**src/rtl/mc_ctrl_pkg.sv**
```systemverilog
// mc_ctrl_pkg
// Shared definitions for the multicycle MIPS-subset control unit:
//   - FSM state encoding
//   - opcode / funct constants
//   - datapath select encodings (register destination, write-back source,
//     ALU operand B, ALU operation, PC source)
//   - the control-word struct and the per-state control decode function
// No ports; imported with "import mc_ctrl_pkg::*".
package mc_ctrl_pkg;

  // FSM states
  typedef enum logic [3:0] {
    RESET   = 4'd0,
    FETCH   = 4'd1,
    DECODE  = 4'd2,
    EXEC_R  = 4'd3,
    WB_R    = 4'd4,
    ADDI_EX = 4'd5,
    ADDI_WB = 4'd6,
    ADDR    = 4'd7,
    MEM_RD  = 4'd8,
    LW_WB   = 4'd9,
    MEM_WR  = 4'd10,
    BRANCH  = 4'd11,
    JR      = 4'd12,
    JUMP    = 4'd13,
    JAL     = 4'd14,
    EXCEPT  = 4'd15
  } state_t;

  // Opcodes (IR[31:26])
  localparam logic [5:0] OP_RTYPE = 6'h00;
  localparam logic [5:0] OP_J     = 6'h02;
  localparam logic [5:0] OP_JAL   = 6'h03;
  localparam logic [5:0] OP_BEQ   = 6'h04;
  localparam logic [5:0] OP_BNE   = 6'h05;
  localparam logic [5:0] OP_ADDI  = 6'h08;
  localparam logic [5:0] OP_LW    = 6'h23;
  localparam logic [5:0] OP_SW    = 6'h2B;

  // R-type funct codes (IR[5:0])
  localparam logic [5:0] FN_JR  = 6'h08;
  localparam logic [5:0] FN_ADD = 6'h20;
  localparam logic [5:0] FN_SUB = 6'h22;
  localparam logic [5:0] FN_AND = 6'h24;

  // Register destination select
  localparam logic [1:0] RD_RT = 2'b00;
  localparam logic [1:0] RD_RD = 2'b01;
  localparam logic [1:0] RD_RA = 2'b10;

  // Write-back data select
  localparam logic [1:0] MTR_ALUOUT = 2'b00;
  localparam logic [1:0] MTR_MDR    = 2'b01;
  localparam logic [1:0] MTR_PC     = 2'b10;

  // ALU operand A select
  localparam logic SRCA_PC = 1'b0;
  localparam logic SRCA_A  = 1'b1;

  // ALU operand B select
  localparam logic [1:0] SRCB_B      = 2'b00;
  localparam logic [1:0] SRCB_FOUR   = 2'b01;
  localparam logic [1:0] SRCB_IMM    = 2'b10;
  localparam logic [1:0] SRCB_IMM_SH = 2'b11;

  // ALU operation
  localparam logic [2:0] ALU_PASSA = 3'b000;
  localparam logic [2:0] ALU_ADD   = 3'b001;
  localparam logic [2:0] ALU_SUB   = 3'b010;
  localparam logic [2:0] ALU_AND   = 3'b011;

  // PC source select
  localparam logic [1:0] PCS_ALU    = 2'b00;
  localparam logic [1:0] PCS_ALUOUT = 2'b01;
  localparam logic [1:0] PCS_JUMP   = 2'b10;
  localparam logic [1:0] PCS_EXC    = 2'b11;

  // Complete control word. br_eq / br_ne are not datapath outputs: they
  // mark a BRANCH cycle so the top can qualify pc_write with the live
  // ALU zero flag, which only settles inside that cycle.
  typedef struct packed {
    logic       pc_write;
    logic       ir_write;
    logic       mdr_write;
    logic       alu_out_write;
    logic       mem_wr;
    logic       iord;
    logic       reg_write;
    logic [1:0] reg_dest;
    logic [1:0] mem_to_reg;
    logic       alu_src_a;
    logic [1:0] alu_src_b;
    logic [2:0] alu_op;
    logic [1:0] pc_source;
    logic       epc_write;
    logic       exc_cause;
    logic       br_eq;
    logic       br_ne;
  } ctrl_t;

  // Control word for a state. 'last' is the wait-counter terminal flag for
  // that cycle; 'cause' is the exception cause latched on entry to EXCEPT.
  function automatic ctrl_t decode_ctrl(input state_t     st,
                                        input logic       last,
                                        input logic [5:0] opcode,
                                        input logic [5:0] funct,
                                        input logic       cause);
    ctrl_t c;
    c = '0;
    case (st)
      RESET: begin
        c = '0;
      end
      FETCH: begin
        c.iord      = 1'b0;
        c.alu_src_a = SRCA_PC;
        c.alu_src_b = SRCB_FOUR;
        c.alu_op    = ALU_ADD;
        c.pc_source = PCS_ALU;
        if (last) begin
          c.ir_write = 1'b1;
          c.pc_write = 1'b1;
        end else begin
          c.ir_write = 1'b0;
          c.pc_write = 1'b0;
        end
      end
      DECODE: begin
        // Precompute the branch target while the opcode is decoded.
        c.alu_src_a     = SRCA_PC;
        c.alu_src_b     = SRCB_IMM_SH;
        c.alu_op        = ALU_ADD;
        c.alu_out_write = 1'b1;
      end
      EXEC_R: begin
        c.alu_src_a     = SRCA_A;
        c.alu_src_b     = SRCB_B;
        c.alu_out_write = 1'b1;
        case (funct)
          FN_SUB:  c.alu_op = ALU_SUB;
          FN_AND:  c.alu_op = ALU_AND;
          default: c.alu_op = ALU_ADD;
        endcase
      end
      WB_R: begin
        c.reg_write  = 1'b1;
        c.reg_dest   = RD_RD;
        c.mem_to_reg = MTR_ALUOUT;
      end
      ADDI_EX, ADDR: begin
        c.alu_src_a     = SRCA_A;
        c.alu_src_b     = SRCB_IMM;
        c.alu_op        = ALU_ADD;
        c.alu_out_write = 1'b1;
      end
      ADDI_WB: begin
        c.reg_write  = 1'b1;
        c.reg_dest   = RD_RT;
        c.mem_to_reg = MTR_ALUOUT;
      end
      MEM_RD: begin
        c.iord      = 1'b1;
        c.mdr_write = last;
      end
      LW_WB: begin
        c.reg_write  = 1'b1;
        c.reg_dest   = RD_RT;
        c.mem_to_reg = MTR_MDR;
      end
      MEM_WR: begin
        c.iord   = 1'b1;
        c.mem_wr = 1'b1;
      end
      BRANCH: begin
        c.alu_src_a = SRCA_A;
        c.alu_src_b = SRCB_B;
        c.alu_op    = ALU_SUB;
        c.pc_source = PCS_ALUOUT;
        c.br_eq     = (opcode == OP_BEQ);
        c.br_ne     = (opcode == OP_BNE);
      end
      JR: begin
        c.alu_src_a = SRCA_A;
        c.alu_op    = ALU_PASSA;
        c.pc_source = PCS_ALU;
        c.pc_write  = 1'b1;
      end
      JUMP: begin
        c.pc_source = PCS_JUMP;
        c.pc_write  = 1'b1;
      end
      JAL: begin
        // PC already holds PC+4 from FETCH, so it is the link value.
        c.pc_source  = PCS_JUMP;
        c.pc_write   = 1'b1;
        c.reg_write  = 1'b1;
        c.reg_dest   = RD_RA;
        c.mem_to_reg = MTR_PC;
      end
      EXCEPT: begin
        // ALU forms PC-4 (address of the faulting instruction) for EPC.
        c.alu_src_a = SRCA_PC;
        c.alu_src_b = SRCB_FOUR;
        c.alu_op    = ALU_SUB;
        c.epc_write = 1'b1;
        c.exc_cause = cause;
        c.pc_source = PCS_EXC;
        c.pc_write  = 1'b1;
      end
      default: begin
        c = '0;
      end
    endcase
    return c;
  endfunction

endpackage

```
**src/rtl/mc_control_unit_mem_wait_counter.sv**
```systemverilog
// mem_wait_counter
// 3-bit wait counter shared by the FETCH and MEM_RD states.
// Ports:
//   clk       in   system clock
//   reset     in   synchronous, active-high; count <= 0
//   clear     in   synchronous clear (count <= 0 next cycle)
//   enable    in   increment when not clearing
//   done      out  count == MEM_LAT this cycle
//   done_next out  count will equal MEM_LAT next cycle (lets the FSM
//                  register its outputs one cycle ahead)
module mem_wait_counter #(
  parameter int MEM_LAT = 2
) (
  input  logic clk,
  input  logic reset,
  input  logic clear,
  input  logic enable,
  output logic done,
  output logic done_next
);

  localparam logic [2:0] LAST = 3'(MEM_LAT);

  logic [2:0] count;
  logic [2:0] count_next;

  // Next count: clear wins over enable.
  always_comb begin
    if (clear) begin
      count_next = 3'd0;
    end else if (enable) begin
      count_next = count + 3'd1;
    end else begin
      count_next = count;
    end
  end

  // Count register.
  always_ff @(posedge clk) begin
    if (reset) begin
      count <= 3'd0;
    end else begin
      count <= count_next;
    end
  end

  assign done      = (count == LAST);
  assign done_next = (count_next == LAST);

endmodule

```
**src/rtl/mc_control_unit.sv**
```systemverilog
// mc_control_unit
// Multicycle control FSM for the MIPS-subset datapath. Sequences fetch,
// decode, execute, memory and write-back and drives every datapath enable
// and select. Memory reads (FETCH, MEM_RD) last MEM_LAT+1 cycles.
// Ports:
//   clk, reset                  clock, synchronous active-high reset
//   opcode, funct               IR[31:26], IR[5:0]
//   zero, overflow              ALU flags
//   pc_write, ir_write, mdr_write, alu_out_write, mem_wr, iord,
//   reg_write, epc_write        write enables / memory controls
//   mux_regDest_control         00=rt 01=rd 10=$31
//   mux_memToReg_control        00=ALUOut 01=MDR 10=PC
//   alu_srcA, alu_srcB, alu_op  ALU operand and operation selects
//   pc_source                   00=ALU 01=ALUOut 10=jump 11=exc vector
//   exc_cause                   0=invalid instr, 1=overflow (with epc_write)
// All outputs are registered, computed from the next state, except that
// pc_write in BRANCH is qualified by the live zero flag.
module mc_control_unit
  import mc_ctrl_pkg::*;
#(
  parameter int MEM_LAT = 2
) (
  input  logic       clk,
  input  logic       reset,
  input  logic [5:0] opcode,
  input  logic [5:0] funct,
  input  logic       zero,
  input  logic       overflow,
  output logic       pc_write,
  output logic       ir_write,
  output logic       mdr_write,
  output logic       alu_out_write,
  output logic       mem_wr,
  output logic       iord,
  output logic       reg_write,
  output logic [1:0] mux_regDest_control,
  output logic [1:0] mux_memToReg_control,
  output logic       alu_srcA,
  output logic [1:0] alu_srcB,
  output logic [2:0] alu_op,
  output logic [1:0] pc_source,
  output logic       epc_write,
  output logic       exc_cause
);

  state_t state;
  state_t next_state;
  logic   next_cause;
  ctrl_t  ctrl;
  ctrl_t  ctrl_next;

  logic in_wait;
  logic cnt_enable;
  logic cnt_clear;
  logic cnt_done;
  logic cnt_done_next;

  // The counter runs only while a wait state is still short of its last
  // cycle; otherwise it is held at zero so every wait state starts at 0.
  assign in_wait    = (state == FETCH) || (state == MEM_RD);
  assign cnt_enable = in_wait && !cnt_done;
  assign cnt_clear  = !cnt_enable;

  mem_wait_counter #(
    .MEM_LAT (MEM_LAT)
  ) u_wait (
    .clk       (clk),
    .reset     (reset),
    .clear     (cnt_clear),
    .enable    (cnt_enable),
    .done      (cnt_done),
    .done_next (cnt_done_next)
  );

  // Next-state and exception-cause selection.
  always_comb begin
    next_state = state;
    next_cause = 1'b0;
    case (state)
      RESET: begin
        next_state = FETCH;
      end
      FETCH: begin
        if (cnt_done) begin
          next_state = DECODE;
        end else begin
          next_state = FETCH;
        end
      end
      DECODE: begin
        case (opcode)
          OP_RTYPE: begin
            case (funct)
              FN_ADD, FN_SUB, FN_AND: next_state = EXEC_R;
              FN_JR:                  next_state = JR;
              default:                next_state = EXCEPT;
            endcase
          end
          OP_ADDI:       next_state = ADDI_EX;
          OP_LW, OP_SW:  next_state = ADDR;
          OP_BEQ, OP_BNE: next_state = BRANCH;
          OP_J:          next_state = JUMP;
          OP_JAL:        next_state = JAL;
          default:       next_state = EXCEPT;
        endcase
      end
      EXEC_R: begin
        // 'and' cannot overflow, so only add/sub trap.
        if (overflow && ((funct == FN_ADD) || (funct == FN_SUB))) begin
          next_state = EXCEPT;
          next_cause = 1'b1;
        end else begin
          next_state = WB_R;
        end
      end
      ADDI_EX: begin
        if (overflow) begin
          next_state = EXCEPT;
          next_cause = 1'b1;
        end else begin
          next_state = ADDI_WB;
        end
      end
      ADDR: begin
        if (opcode == OP_LW) begin
          next_state = MEM_RD;
        end else begin
          next_state = MEM_WR;
        end
      end
      MEM_RD: begin
        if (cnt_done) begin
          next_state = LW_WB;
        end else begin
          next_state = MEM_RD;
        end
      end
      WB_R, ADDI_WB, LW_WB, MEM_WR, BRANCH, JR, JUMP, JAL, EXCEPT: begin
        next_state = FETCH;
      end
      default: begin
        next_state = RESET;
      end
    endcase
  end

  // Control word for the cycle that next_state will occupy.
  assign ctrl_next = decode_ctrl(next_state, cnt_done_next, opcode, funct, next_cause);

  // State register and registered control outputs.
  always_ff @(posedge clk) begin
    if (reset) begin
      state <= RESET;
      ctrl  <= '0;
    end else begin
      state <= next_state;
      ctrl  <= ctrl_next;
    end
  end

  assign pc_write             = ctrl.pc_write | (ctrl.br_eq & zero) | (ctrl.br_ne & ~zero);
  assign ir_write             = ctrl.ir_write;
  assign mdr_write            = ctrl.mdr_write;
  assign alu_out_write        = ctrl.alu_out_write;
  assign mem_wr               = ctrl.mem_wr;
  assign iord                 = ctrl.iord;
  assign reg_write            = ctrl.reg_write;
  assign mux_regDest_control  = ctrl.reg_dest;
  assign mux_memToReg_control = ctrl.mem_to_reg;
  assign alu_srcA             = ctrl.alu_src_a;
  assign alu_srcB             = ctrl.alu_src_b;
  assign alu_op               = ctrl.alu_op;
  assign pc_source            = ctrl.pc_source;
  assign epc_write            = ctrl.epc_write;
  assign exc_cause            = ctrl.exc_cause;

endmodule

```
**config.mk**
```make
export PLATFORM = sky130hd
export DESIGN_NAME = mc_control_unit
export DESIGN_NICKNAME = d
export VERILOG_FILES = /design/src/rtl/mc_ctrl_pkg.sv /design/src/rtl/mc_control_unit_mem_wait_counter.sv /design/src/rtl/mc_control_unit.sv
export SDC_FILE = /design/constraint.sdc
export NUM_CORES = 1
export LEC_CHECK = 0
export CAP_MARGIN = 20
export CORE_MARGIN = 2
export CORE_UTILIZATION = 56
export DETAILED_ROUTE_END_ITERATION = 8
export DONT_BUFFER_PORTS = 1
export GPL_TIMING_DRIVEN = 0
export HOLD_SLACK_MARGIN = 0.03
export PLACE_DENSITY = 0.74
export SYNTH_ARGS = -nofsm -noshare
export SYNTH_HDL_FRONTEND = slang
export SYNTH_HIERARCHICAL = 1
export SYNTH_SLANG_ARGS = --single-unit
```
**constraint.sdc**
```tcl
create_clock -name clk -period 2.25 [get_ports clk]
set_clock_uncertainty 0.1 [all_clocks]
set_input_delay 0.45 -clock clk [delete_from_list [all_inputs] [get_ports clk]]
set_output_delay 0.45 -clock clk [all_outputs]
set_load 0.02 [all_outputs]
```
==> run summary, run 1 <==
=========================================================================================
Run status                                                                      completed
Total negative setup slack                                                           0 ns
Post-detailed-placement half-perimeter wirelength                                 2320 µm
Worst hold path type                                                               in2reg
Via count of the first global-routing pass                                          1,241
Worst Path Buf+Inv                                                                      2
Shortest clock period the worst path allows after layout                          2.14 ns
Required time of the critical path                                                2.41 ns
Most frequent cell after synthesis                                           sky130_fd_sc_hd__dfxtp_1
Number of flops mapped to enable cells by yosys                                         0
Average via count per standard cell                                                  5.92
Count of endpoints failing hold in the final timing report                              0
Max clock buf depth                                                                     2
Pwr/cell area                                                                  531 mW/mm²
Pre-CTS worst setup slack                                                       -0.249 ns
Core ar.                                                                      0.00269 mm²
Count of H-tree levels built during CTS                                                 1
Post-synthesis instance total                                                         176
Layout filler cell count                                                              236
Ant. Diodes                                                                             0
# placed instances                                                                    207
Vias post-DR                                                                        1,291
Max Transition Viols Final                                                              0
Starting density of the core                                                        57.9%
Number of top-level pins                                                               37
Overflow after GRT                                                                      0
Fraction of post-synthesis cell area in the top cell type by area                   36.0%
Buffers on Ports                                                                        0
Number of maximum-capacitance constraint violations                                     0
Number of synthesis warnings                                                            6
Overall die height                                                                56.7 µm
Clock network power share                                                           33.9%
Main flop type after synthesis                                               sky130_fd_sc_hd__dfxtp_1
Crit Path Max Fanout                                                                   10
Routability congestion estimate                                                     0.959
Final period util                                                                   95.3%
Detail-routed net length per standard cell                                        15.5 µm
Combinational Power Share                                                           12.4%
Number of placement rows                                                               19
Clk root buf                                                                 sky130_fd_sc_hd__clkbuf_4
Synth area leaders                                                           sky130_fd_sc_hd__dfxtp_1 36%, sky130_fd_sc_hd__buf_4 5.3%, sky130_fd_sc_hd__nor2b_1 3.6%
Sum of routed wire length over all layers                                         3380 µm
Final worst slack                                                                0.105 ns
TritonCTS clock tree                                                                built
Die Span X                                                                        56.7 µm
Final design area excluding fillers                                           0.00180 mm²
Cells traversed along the worst timing path                                  clkbuf_2 > or3b_1 > or2_2 > nand4_1 > buf_2 > nand4b_1 > a31oi_1
Part of the power in registers                                                      53.6%
Proportion of register bits with asynchronous set or reset after synthesis             0%
Insertion delay of the later-clocked pin in the worst-skew pair                   0.33 ns
Internal power contribution                                                        739 µW
Number of nets in the final layout                                                    206
Cell type with the largest total area after synthesis                        sky130_fd_sc_hd__dfxtp_1
Largest delay share family, worst path                                       simple AND/OR/NAND/NOR gates
Combined global-route utilization of all metal layers                               21.9%
Share of post-route cells with drive strength above 1                               34.8%
Initial DRC count                                                                      27
Static Leakage                                                                0.000710 µW
Total number of clock tree sinks                                                       28
Area grow syn2layout                                                                15.7%
Worst Path Arrival                                                                2.30 ns
Register bit count reported by yosys                                                   28
Final cell count without fillers                                                      218
Critical path startpoint category                                               flip-flop
Global-route wire length before repair                                            5560 µm
Post-synthesis net count                                                              194
Residual DRC                                                                            0
Number of endpoints failing setup at the final stage                                    0
Avg Inst Size Synth                                                              8.84 µm²
1st-pass router iterations                                                              4
CP max stage delay                                                                0.44 ns
Max Fclk                                                                          466 MHz
Post-CTS Hold Buffers                                                                   0
Die Outline Area                                                              0.00322 mm²
Total cell area at the placement stage                                        0.00160 mm²
Pin count of the biggest net entering global routing                                   17
Critical Setup Path Class                                                         reg2reg
Commonest cells in the netlist                                               28 x sky130_fd_sc_hd__dfxtp_1, 12 x sky130_fd_sc_hd__nor2_1, 11 x sky130_fd_sc_hd__buf_4, 11 x sky130_fd_sc_hd__nor3_1, 10 x sky130_fd_sc_hd__nand2_1
Worst path slowest cell                                                      sky130_fd_sc_hd__or3b_1
Sw frac                                                                             22.6%
Number of clock buffers inserted by TritonCTS                                           3
Area of the mapped netlist                                                    0.00156 mm²
Maximum vdd drop                                                                   475 µV
Portion of the post-synthesis area used by sequential elements                      36.0%
Clock slew at the register clock pins of the worst setup and hold paths           0.14 ns
ANT nets after route                                                                    0
Distinct cells, synth                                                                  59
NetSw                                                                              216 µW
Initial antenna violation count                                                         0
Type of destination of the critical path                                        flip-flop
Fin util                                                                            67.0%
=========================================================================================
cell type report:
class / instances / area, µm² / share of cell area [%]
clock inverters: 1 / 30.0 / 1.67
multi-input cells: 124 / 937 / 52.0
clock buffers: 3 / 22.5 / 1.25
flip-flops and latches: 28 / 566 / 31.4
repair buffers: 7 / 52.6 / 2.92
plain buffers: 18 / 129 / 7.16
inverters: 6 / 25.0 / 1.39
well taps: 31 / 38.8 / 2.15
placed cells by master, fill, tap and decap left out, drive strengths merged, types with 5 or more instances in the layout:
master | netlist | layout
buf | 16 | 23
nand2b | 6 | 6
a21oi | 8 | 8
inv | 6 | 6
clkbuf | 2 | 5
dfxtp | 28 | 28
nor2 | 12 | 12
nand2 | 11 | 11
nor2b | 9 | 9
nor3 | 13 | 13
logic make-up (layout without fill, tap and decap cells):
kind of cell               count (synthesis)  after routing  share of synthesized area (%)
AOI/OAI and AO/OA                         35             35                           18.6
other                                      1              1                          0.241
DFF                                       28             28                           36.0
xor gates and xnor gates                   3              3                           1.69
and+or+nand+nor                           83             83                           32.7
buffers and inverters                     24             35                           9.16
adders and majority gates                  2              2                           1.61
state kept, by name (all words and copies together), names as in the netlist:
| signal | count |
|---|---|
| alu_op | 2 |
| alu_out_write | 1 |
| alu_srcA | 1 |
| alu_srcB | 2 |
| ctrl | 3 |
| epc_write | 1 |
| exc_cause | 1 |
| iord | 1 |
| ir_write | 1 |
| mdr_write | 1 |
| mem_wr | 1 |
| mux_memToReg_control | 1 |
| mux_regDest_control | 2 |
| pc_source | 2 |
| reg_write | 1 |
| state | 4 |
| u_wait/count | 3 |
per-layer routing:
layer / GRT usage [%] / part of all wire [%]
met3: 4.15 / 6.9
met4: 10.2 / 2.6
met5: 0 / 0
met1: 28.4 / 44
met2: 34.9 / 47
path summary, 6_finish.rpt:
kind	cells after the start	endpoint	from	slack, ns
worst max-delay path	7	alu_srcA	state[1]	0.11
worst min-delay path	2	ctrl[1]	opcode[0]	0.19
worst max register to register	7	alu_srcA	state[1]	0.11
worst min register to register	2	u_wait/count[1]	u_wait/count[1]	0.44
power by group through the flow:
stage                     registers [µW]  clock network, µW  logic, µW
after floorplan                      522                  0       80.0
after global placement               523                  0       91.5
after detailed placement             524                  0       93.5
after CTS                            512                329        108
after global routing                 514                348        129
final                                513                324        119
metrics by stage:
stage	hold slack, ns	total power, µW
2_1_floorplan	0.390	602
3_3_place_gp	0.406	615
3_5_place_dp	0.427	617
4_1_cts	0.190	950
5_1_grt	0.174	991
6_report	0.192	956
what timing repair did:
item                                    in CTS  in global routing
endpoints found under the setup margin      13                 15
setup buffers                                5                  2
resized for setup                           13                 15
pin swaps                                    4                  1
cloned                                       0                  0
(Power assumes the default switching activity.)
==> inputs of run 2 (changes only) <==
ABC_AREA = 1   (was unset)
CTS_CLUSTER_SIZE = 14   (was unset)
==> run 2 against run 1 <==
Utilization shrank 3.9 points. Area after synthesis grew 6.7%. Worst hold slack lost 0.12 ns. Final cell count grew 25%. Flip-flop and latch count is the same. Count of clock-buffer cells in the layout is the same. Global-route usage shrank 3.3 points. Final area shrank 2.5%. Power grew 9.7%. Critical path type unchanged. Largest cell class unchanged.
==> run summary, run 2 <==
=========================================================================================
Max clock buf depth                                                                     2   unchanged
Worst max-slew margin expressed relative to the limit                               58.3%
Pwr/cell area                                                                  597 mW/mm²   +13%
Total negative setup slack                                                           0 ns   unchanged
Die Span X                                                                        58.5 µm   +3.1%
Commonest cells in the netlist                                               38 x sky130_fd_sc_hd__nand2_1, 38 x sky130_fd_sc_hd__nor2_1, 31 x sky130_fd_sc_hd__inv_1
Initial antenna violation count                                                         0   unchanged
Via count of the first global-routing pass                                          1,217   -1.9%
ANT nets after route                                                                    0   unchanged
Vias post-DR                                                                        1,330   +3.0%
Crit Reg-Reg Endpoint                                                            ctrl[22]
Overall die height                                                                58.5 µm   +3.1%
Crit Path Max Fanout                                                                    7   -3
Worst hold path depth                                                                   1   -1
NetSw                                                                              284 µW   +31%
Maximum vdd drop                                                                   691 µV   +46%
Final worst hold slack                                                          0.0751 ns   -0.117 ns
Max FFs per register                                                                    4   unchanged
Number of top-level pins                                                               37   unchanged
Cell type with the largest total area after synthesis                        sky130_fd_sc_hd__dfxtp_1
Global-route wire length before repair                                            4970 µm   -11%
Count of endpoints failing hold in the final timing report                              0   unchanged
Insertion delay of the later-clocked pin in the worst-skew pair                   0.32 ns   about the same
Number of cells on the worst reg-to-reg path                                           13   +6
Routability congestion estimate                                                     0.847   -12%
Overflow after GRT                                                                      0   unchanged
Residual DRC                                                                            0   unchanged
Reg with most FFs                                                                   state
Share of post-route cells with drive strength above 1                               25.7%   -9.0 points
Die Outline Area                                                              0.00342 mm²   +6.2%
Number of maximum-capacitance constraint violations                                     0   unchanged
Buffers on Ports                                                                        0   unchanged
Portion of the post-synthesis area used by sequential elements                      33.8%   -2.3 points
Pin count of the biggest net entering global routing                                   17   unchanged
TritonCTS clock tree                                                                built
Shortest clock period the worst path allows after layout                          2.04 ns   -0.103 ns
Run status                                                                      completed
Initial DRC count                                                                      55   +100%
Critical path startpoint category                                               flip-flop
Ant. Diodes                                                                             0   unchanged
Critical Setup Path Class                                                         reg2reg
Type of destination of the critical path                                        flip-flop
Setup repair after global routing missed its margin                                 false
Multi-input gate area                                                             867 µm²   -7.5%
Proportion of register bits with asynchronous set or reset after synthesis             0%   unchanged
Post-synthesis net count                                                              255   +31%
Max Transition Viols Final                                                              0   unchanged
Sum of routed wire length over all layers                                         2750 µm   -18%
Area grow syn2layout                                                                5.73%
Distinct cells, synth                                                                  28   -53%
Post-CTS setup buffers                                                                  0   -5
Number of endpoints failing setup at the final stage                                    0   unchanged
Number of flops mapped to enable cells by yosys                                         0   unchanged
Clk root buf                                                                 sky130_fd_sc_hd__clkbuf_4
Sequential cell area                                                              561 µm²   -0.88%
Detail-routed net length per standard cell                                        10.1 µm   -35%
Part of the power in registers                                                      50.8%   -2.8 points
Registers with the highest flip-flop counts                                  state: 4 flops, ctrl: 3 flops, u_wait/count: 3 flops
Number of placement rows                                                               19   unchanged
Starting density of the core                                                        59.7%   +1.8 points
Clock network power share                                                           30.0%   -3.9 points
Fraction of post-synthesis cell area in the top cell type by area                   33.8%   -2.3 points
Avg Inst Size Synth                                                              7.01 µm²   -21%
Count of H-tree levels built during CTS                                                 1   unchanged
Hold Crit Start                                                                     reset
Area of the mapped netlist                                                    0.00166 mm²   +6.7%
Post-detailed-placement half-perimeter wirelength                                 2320 µm   -0.19%
Required time of the critical path                                                2.41 ns   about the same
Static Leakage                                                                0.000863 µW   +22%
Number of nets in the final layout                                                    260   +26%
Clock slew at the register clock pins of the worst setup and hold paths           0.13 ns   about the same
Core ar.                                                                      0.00278 mm²   +3.5%
Combinational Power Share                                                           19.2%   +6.8 points
Worst Path Arrival                                                                2.20 ns   -0.10 ns
Post-CTS Resized                                                                        0   -13
Reg-to-reg slack, setup                                                           0.21 ns   +0.10 ns
Post-synthesis instance total                                                         237   +35%
Sw frac                                                                             27.1%   +4.4 points
Worst Hold Path EP                                                           u_wait/count[0]
Number of clock buffers inserted by TritonCTS                                           3   unchanged
Commonest cells after routing, fill and taps aside                           38 x sky130_fd_sc_hd__nor2_1, 38 x sky130_fd_sc_hd__nand2_1, 31 x sky130_fd_sc_hd__inv_1
Startpoint of the lowest-slack register-to-register path                         state[0]
Total number of clock tree sinks                                                       28   unchanged
Post-CTS Hold Buffers                                                                   0   unchanged
Register bit count reported by yosys                                                   28   unchanged
Synth area leaders                                                           sky130_fd_sc_hd__dfxtp_1 34%, sky130_fd_sc_hd__nand2_1 8.6%, sky130_fd_sc_hd__nor2_1 8.6%
Internal power contribution                                                        765 µW   +3.4%
Number of synthesis warnings                                                            6   unchanged
Main flop type after synthesis                                               sky130_fd_sc_hd__dfxtp_1
Average via count per standard cell                                                  4.89   -17%
Final period util                                                                   90.7%   -4.6 points
1st-pass router iterations                                                              4   unchanged
Actual transition at the worst max-transition pin                                0.619 ns
Worst hold path type                                                               in2reg
Max Fclk                                                                          490 MHz   +5.1%
Layout filler cell count                                                              266   +13%
Combined global-route utilization of all metal layers                               18.6%   -3.3 points
=========================================================================================
-- run 2: cell types whose count changed in the layout (fill, tap and decap cells not counted), sizes merged, moves of 6 or more --
cell    previous run  this run
buf               23        11
nand2b             6         0
nor2              12        53
nand3              3        26
inv                6        38
nor2b              9         0
nor3              13         7
nand2             11        49
-- run 2: routing by layer --
| layer | vias to the layer above | wire (µm) | global-route usage (%) | part of all wire (%) |
|---|---|---|---|---|
| li1 | 736 | - | - | - |
| met1 | 563 | 1380 | 24.6 | 50 |
| met2 | 29 | 1210 | 31.0 | 44 |
| met3 | 2 | 143 | 4.84 | 5.2 |
| met4 | 0 | 13 | 2.99 | 0.47 |
| met5 | - | 0 | 0 | 0 |
-- run 2: how the worst max path moves through the flow --
stage,start,endpoint,slack [ns],cells past startpoint
floorplan,state[0],ctrl[22],0.41,13
global placement,state[0],ctrl[22],0.10,13
detailed placement,state[0],ctrl[22],0.07,13
CTS,state[0],ctrl[22],0.04,13
global route,state[0],ctrl[22],0.007,13
finish,state[0],ctrl[22],0.21,13
-- run 2: logic make-up (layout without fill, tap and decap cells) --
logic type / count (synthesis) / in the layout / synth area share, %
compound gates: 13 / 13 / 4.60
fa+ha+maj: 2 / 2 / 1.51
buf+inv: 52 / 56 / 14.2
flops: 28 / 28 / 33.8
other cells: 1 / 1 / 0.226
simple gates: 141 / 141 / 45.7
-- run 2: layout make-up --
type | instances | area share, %
multi-input combinational | 157 | 49.4
clock inverter | 1 | 1.71
clock buffer | 3 | 1.28
sequential | 28 | 31.9
buffer | 12 | 4.92
inverter | 40 | 8.55
tap | 31 | 2.21
-- run 2: per-stage QoR --
stage | setup slack, ns | power (µW) | util, % | cells | area, µm²
3_3_place_gp | 0.105 | 740 | 61.1 | 268 | 1700
6_report | 0.208 | 1050 | 63.1 | 272 | 1760
5_1_grt | 0.00665 | 1120 | 63.1 | 272 | 1760
4_1_cts | 0.0422 | 1060 | 63.0 | 272 | 1750
3_5_place_dp | 0.0743 | 743 | 61.1 | 268 | 1700
2_1_floorplan | 0.408 | 714 | - | 237 | 1660
-- run 2: worst max-delay path, cell delays in order (launching register included) --
cell and delay, ns:
sky130_fd_sc_hd__dfxtp_1 0.40, sky130_fd_sc_hd__nor2_1 0.15, sky130_fd_sc_hd__nand2_2 0.07, sky130_fd_sc_hd__nor2_2 0.13, sky130_fd_sc_hd__inv_2 0.06, sky130_fd_sc_hd__a21oi_2 0.27, sky130_fd_sc_hd__inv_1 0.11, sky130_fd_sc_hd__inv_1 0.10
sky130_fd_sc_hd__nand2_1 0.07, sky130_fd_sc_hd__nor2_1 0.08, sky130_fd_sc_hd__nand2_1 0.07, sky130_fd_sc_hd__nor2_2 0.11, sky130_fd_sc_hd__nand2_1 0.09, sky130_fd_sc_hd__o21ai_1 0.16
-- run 2: power groups by stage --
stage                     logic [µW]  registers (µW)  clock network, µW
after detailed placement         199             544                  0
after global placement           196             544                  0
after floorplan                  173             542                  0
final                            201             533                315
after global routing             232             535                349
after CTS                        200             533                325
==> inputs of run 3 (changes only) <==
CORE_ASPECT_RATIO = 0.9   (was unset)
==> run 3 against run 2 <==
Flip-flop and latch count unchanged. Register-to-register slack improved by 0.04 ns. Utilization increased by 0.42 points. Count of clock-buffer cells in the layout unchanged. Routed wire length increased by 6.4%. Worst hold slack got worse by 0.013 ns. Final area increased by 1.1%. Largest cell class unchanged. Combinational power increased by 3%. Critical path type unchanged. Power increased by 1.2%.
==> run summary, run 3 (same netlist as run 2, synthesis figures left out) <==
======================================================================================
Critical path startpoint category                                            flip-flop
Type of destination of the critical path                                     flip-flop
Commonest cells after routing, fill and taps aside                        38 x sky130_fd_sc_hd__nor2_1, 38 x sky130_fd_sc_hd__nand2_1, 31 x sky130_fd_sc_hd__inv_1
Global-route wire length before repair                                         5180 µm   +4.0%
Average via count per standard cell                                               4.83   -1.2%
Sw frac                                                                          27.8%   +0.70 points
Core ar.                                                                   0.00279 mm²   +0.40%
Via count of the first global-routing pass                                       1,279   +5.1%
Residual DRC                                                                         0   unchanged
1st-pass router iterations                                                           4   unchanged
Insertion delay of the later-clocked pin in the worst-skew pair                0.33 ns   about the same
Number of clock buffers inserted by TritonCTS                                        3   unchanged
Combined global-route utilization of all metal layers                            19.5%   +0.89 points
Initial DRC count                                                                   43   -22%
Critical Setup Path Class                                                      reg2reg
Worst max-slew margin expressed relative to the limit                            58.4%   +0.15 points
Post-CTS Hold Buffers                                                                0   unchanged
Combinational Power Share                                                        19.6%   +0.4 points
Part of the power in registers                                                   50.2%   -0.6 points
Clk root buf                                                              sky130_fd_sc_hd__clkbuf_4
Count of endpoints failing hold in the final timing report                           0   unchanged
Routability congestion estimate                                                  0.905   +6.8%
Ant. Diodes                                                                          0   unchanged
Crit Path Max Fanout                                                                 7   unchanged
Total number of clock tree sinks                                                    28   unchanged
Buffers on Ports                                                                     0   unchanged
Max Transition Viols Final                                                           0   unchanged
Final period util                                                                88.9%   -1.8 points
Shortest clock period the worst path allows after layout                       2.00 ns   -0.0409 ns
Post-detailed-placement half-perimeter wirelength                              2370 µm   +2.2%
Vias post-DR                                                                     1,358   +2.1%
Required time of the critical path                                             2.42 ns   about the same
Number of placement rows                                                            18   -1
Overflow after GRT                                                                   0   unchanged
Total negative setup slack                                                        0 ns   unchanged
Static Leakage                                                             0.000864 µW   +0.15%
Count of H-tree levels built during CTS                                              1   unchanged
Share of post-route cells with drive strength above 1                            25.7%   unchanged
Reg with most FFs                                                                state
Run status                                                                   completed
Area grow syn2layout                                                             6.86%
Number of top-level pins                                                            37   unchanged
Die Span X                                                                     61.4 µm   +5.0%
Pwr/cell area                                                               598 mW/mm²   +0.17%
Max Fclk                                                                       500 MHz   +2.0%
ANT nets after route                                                                 0   unchanged
Sum of routed wire length over all layers                                      2930 µm   +6.4%
Worst Path Arrival                                                             2.17 ns   -0.03 ns
Initial antenna violation count                                                      0   unchanged
Overall die height                                                             55.7 µm   -4.8%
Worst hold path type                                                            in2reg
Number of endpoints failing setup at the final stage                                 0   unchanged
Setup repair after global routing missed its margin                              false
Clock slew at the register clock pins of the worst setup and hold paths        0.14 ns   about the same
Detail-routed net length per standard cell                                     10.4 µm   +3.0%
Max FFs per register                                                                 4   unchanged
Internal power contribution                                                     767 µW   +0.27%
Number of maximum-capacitance constraint violations                                  0   unchanged
Die Outline Area                                                           0.00342 mm²   about the same
Fin util                                                                         63.5%   +0.42 points
Max clock buf depth                                                                  2   unchanged
Registers with the highest flip-flop counts                               state: 4 flops, ctrl: 3 flops, u_wait/count: 3 flops
Clock network power share                                                        30.2%   +0.2 points
Multi-input gate area                                                          875 µm²   +0.87%
Sequential cell area                                                           561 µm²   unchanged
NetSw                                                                           295 µW   +3.9%
Starting density of the core                                                     59.5%   -0.24 points
Pin count of the biggest net entering global routing                                17   unchanged
Maximum vdd drop                                                                493 µV   -29%
Actual transition at the worst max-transition pin                             0.617 ns   -0.00223 ns
Number of nets in the final layout                                                 260   unchanged
Layout filler cell count                                                           274   +3.0%
TritonCTS clock tree                                                             built
======================================================================================
[run 3: cell counts in the layout (fill, tap and decap cells not counted)]
No cell type changed its count.
[run 3: layout make-up]
class	instances	area share, %
clock inverter	1	1.69
multi-input combinational	157	49.3
sequential	28	31.6
buffer	12	4.87
tap	40	2.82
inverter	40	8.46
clock buffer	3	1.27
[run 3: worst paths after layout]
check	cells after the start	to	slack (ns)	from
setup / recovery	13	ctrl[22]	0.25	state[0]
hold / removal	1	u_wait/count[0]	0.06	reset
setup reg to reg	13	ctrl[22]	0.25	state[0]
hold reg to reg	2	u_wait/count[1]	0.47	u_wait/count[1]
[run 3: worst max-delay path, cell delays in order (launching register included)]
cell,delay (ns)
sky130_fd_sc_hd__dfxtp_1,0.41
sky130_fd_sc_hd__nor2_1,0.15
sky130_fd_sc_hd__nand2_2,0.07
sky130_fd_sc_hd__nor2_2,0.15
sky130_fd_sc_hd__inv_2,0.08
sky130_fd_sc_hd__a21oi_4,0.21
sky130_fd_sc_hd__inv_1,0.09
sky130_fd_sc_hd__inv_1,0.08
sky130_fd_sc_hd__nand2_1,0.07
sky130_fd_sc_hd__nor2_1,0.09
sky130_fd_sc_hd__nand2_1,0.07
sky130_fd_sc_hd__nor2_2,0.14
sky130_fd_sc_hd__nand2_1,0.09
sky130_fd_sc_hd__o21ai_1,0.14
[run 3: per-layer routing]
layer | GRT usage [%] | wire length [µm]
met1 | 26.5 | 1400
met3 | 5.35 | 205
met4 | 4.26 | 24
met2 | 30.7 | 1300
met5 | 0 | 0
[run 3: through the flow]
step | setup WS [ns] | instances | hold slack, ns | instance area, µm² | power, µW
after floorplan | 0.408 | 237 | 0.418 | 1660 | 714
after global placement | 0.112 | 277 | 0.422 | 1710 | 742
after detailed placement | 0.0474 | 277 | 0.423 | 1710 | 744
after CTS | 0.00749 | 281 | 0.0554 | 1760 | 1060
after global routing | 0.0398 | 281 | 0.0507 | 1770 | 1110
final | 0.249 | 281 | 0.0619 | 1770 | 1060
[run 3: what timing repair did]
item / in CTS / in global routing
resized for setup: 0 / 2
endpoints found under the setup margin: 0 / 3
setup buffers: 0 / 0
[run 3: power groups by stage]
stage,Clock [µW],Combinational (µW),Sequential [µW]
after global routing,339,238,536
final,320,208,533
after floorplan,0,173,542
after global placement,0,198,544
after detailed placement,0,200,544
after CTS,327,201,533
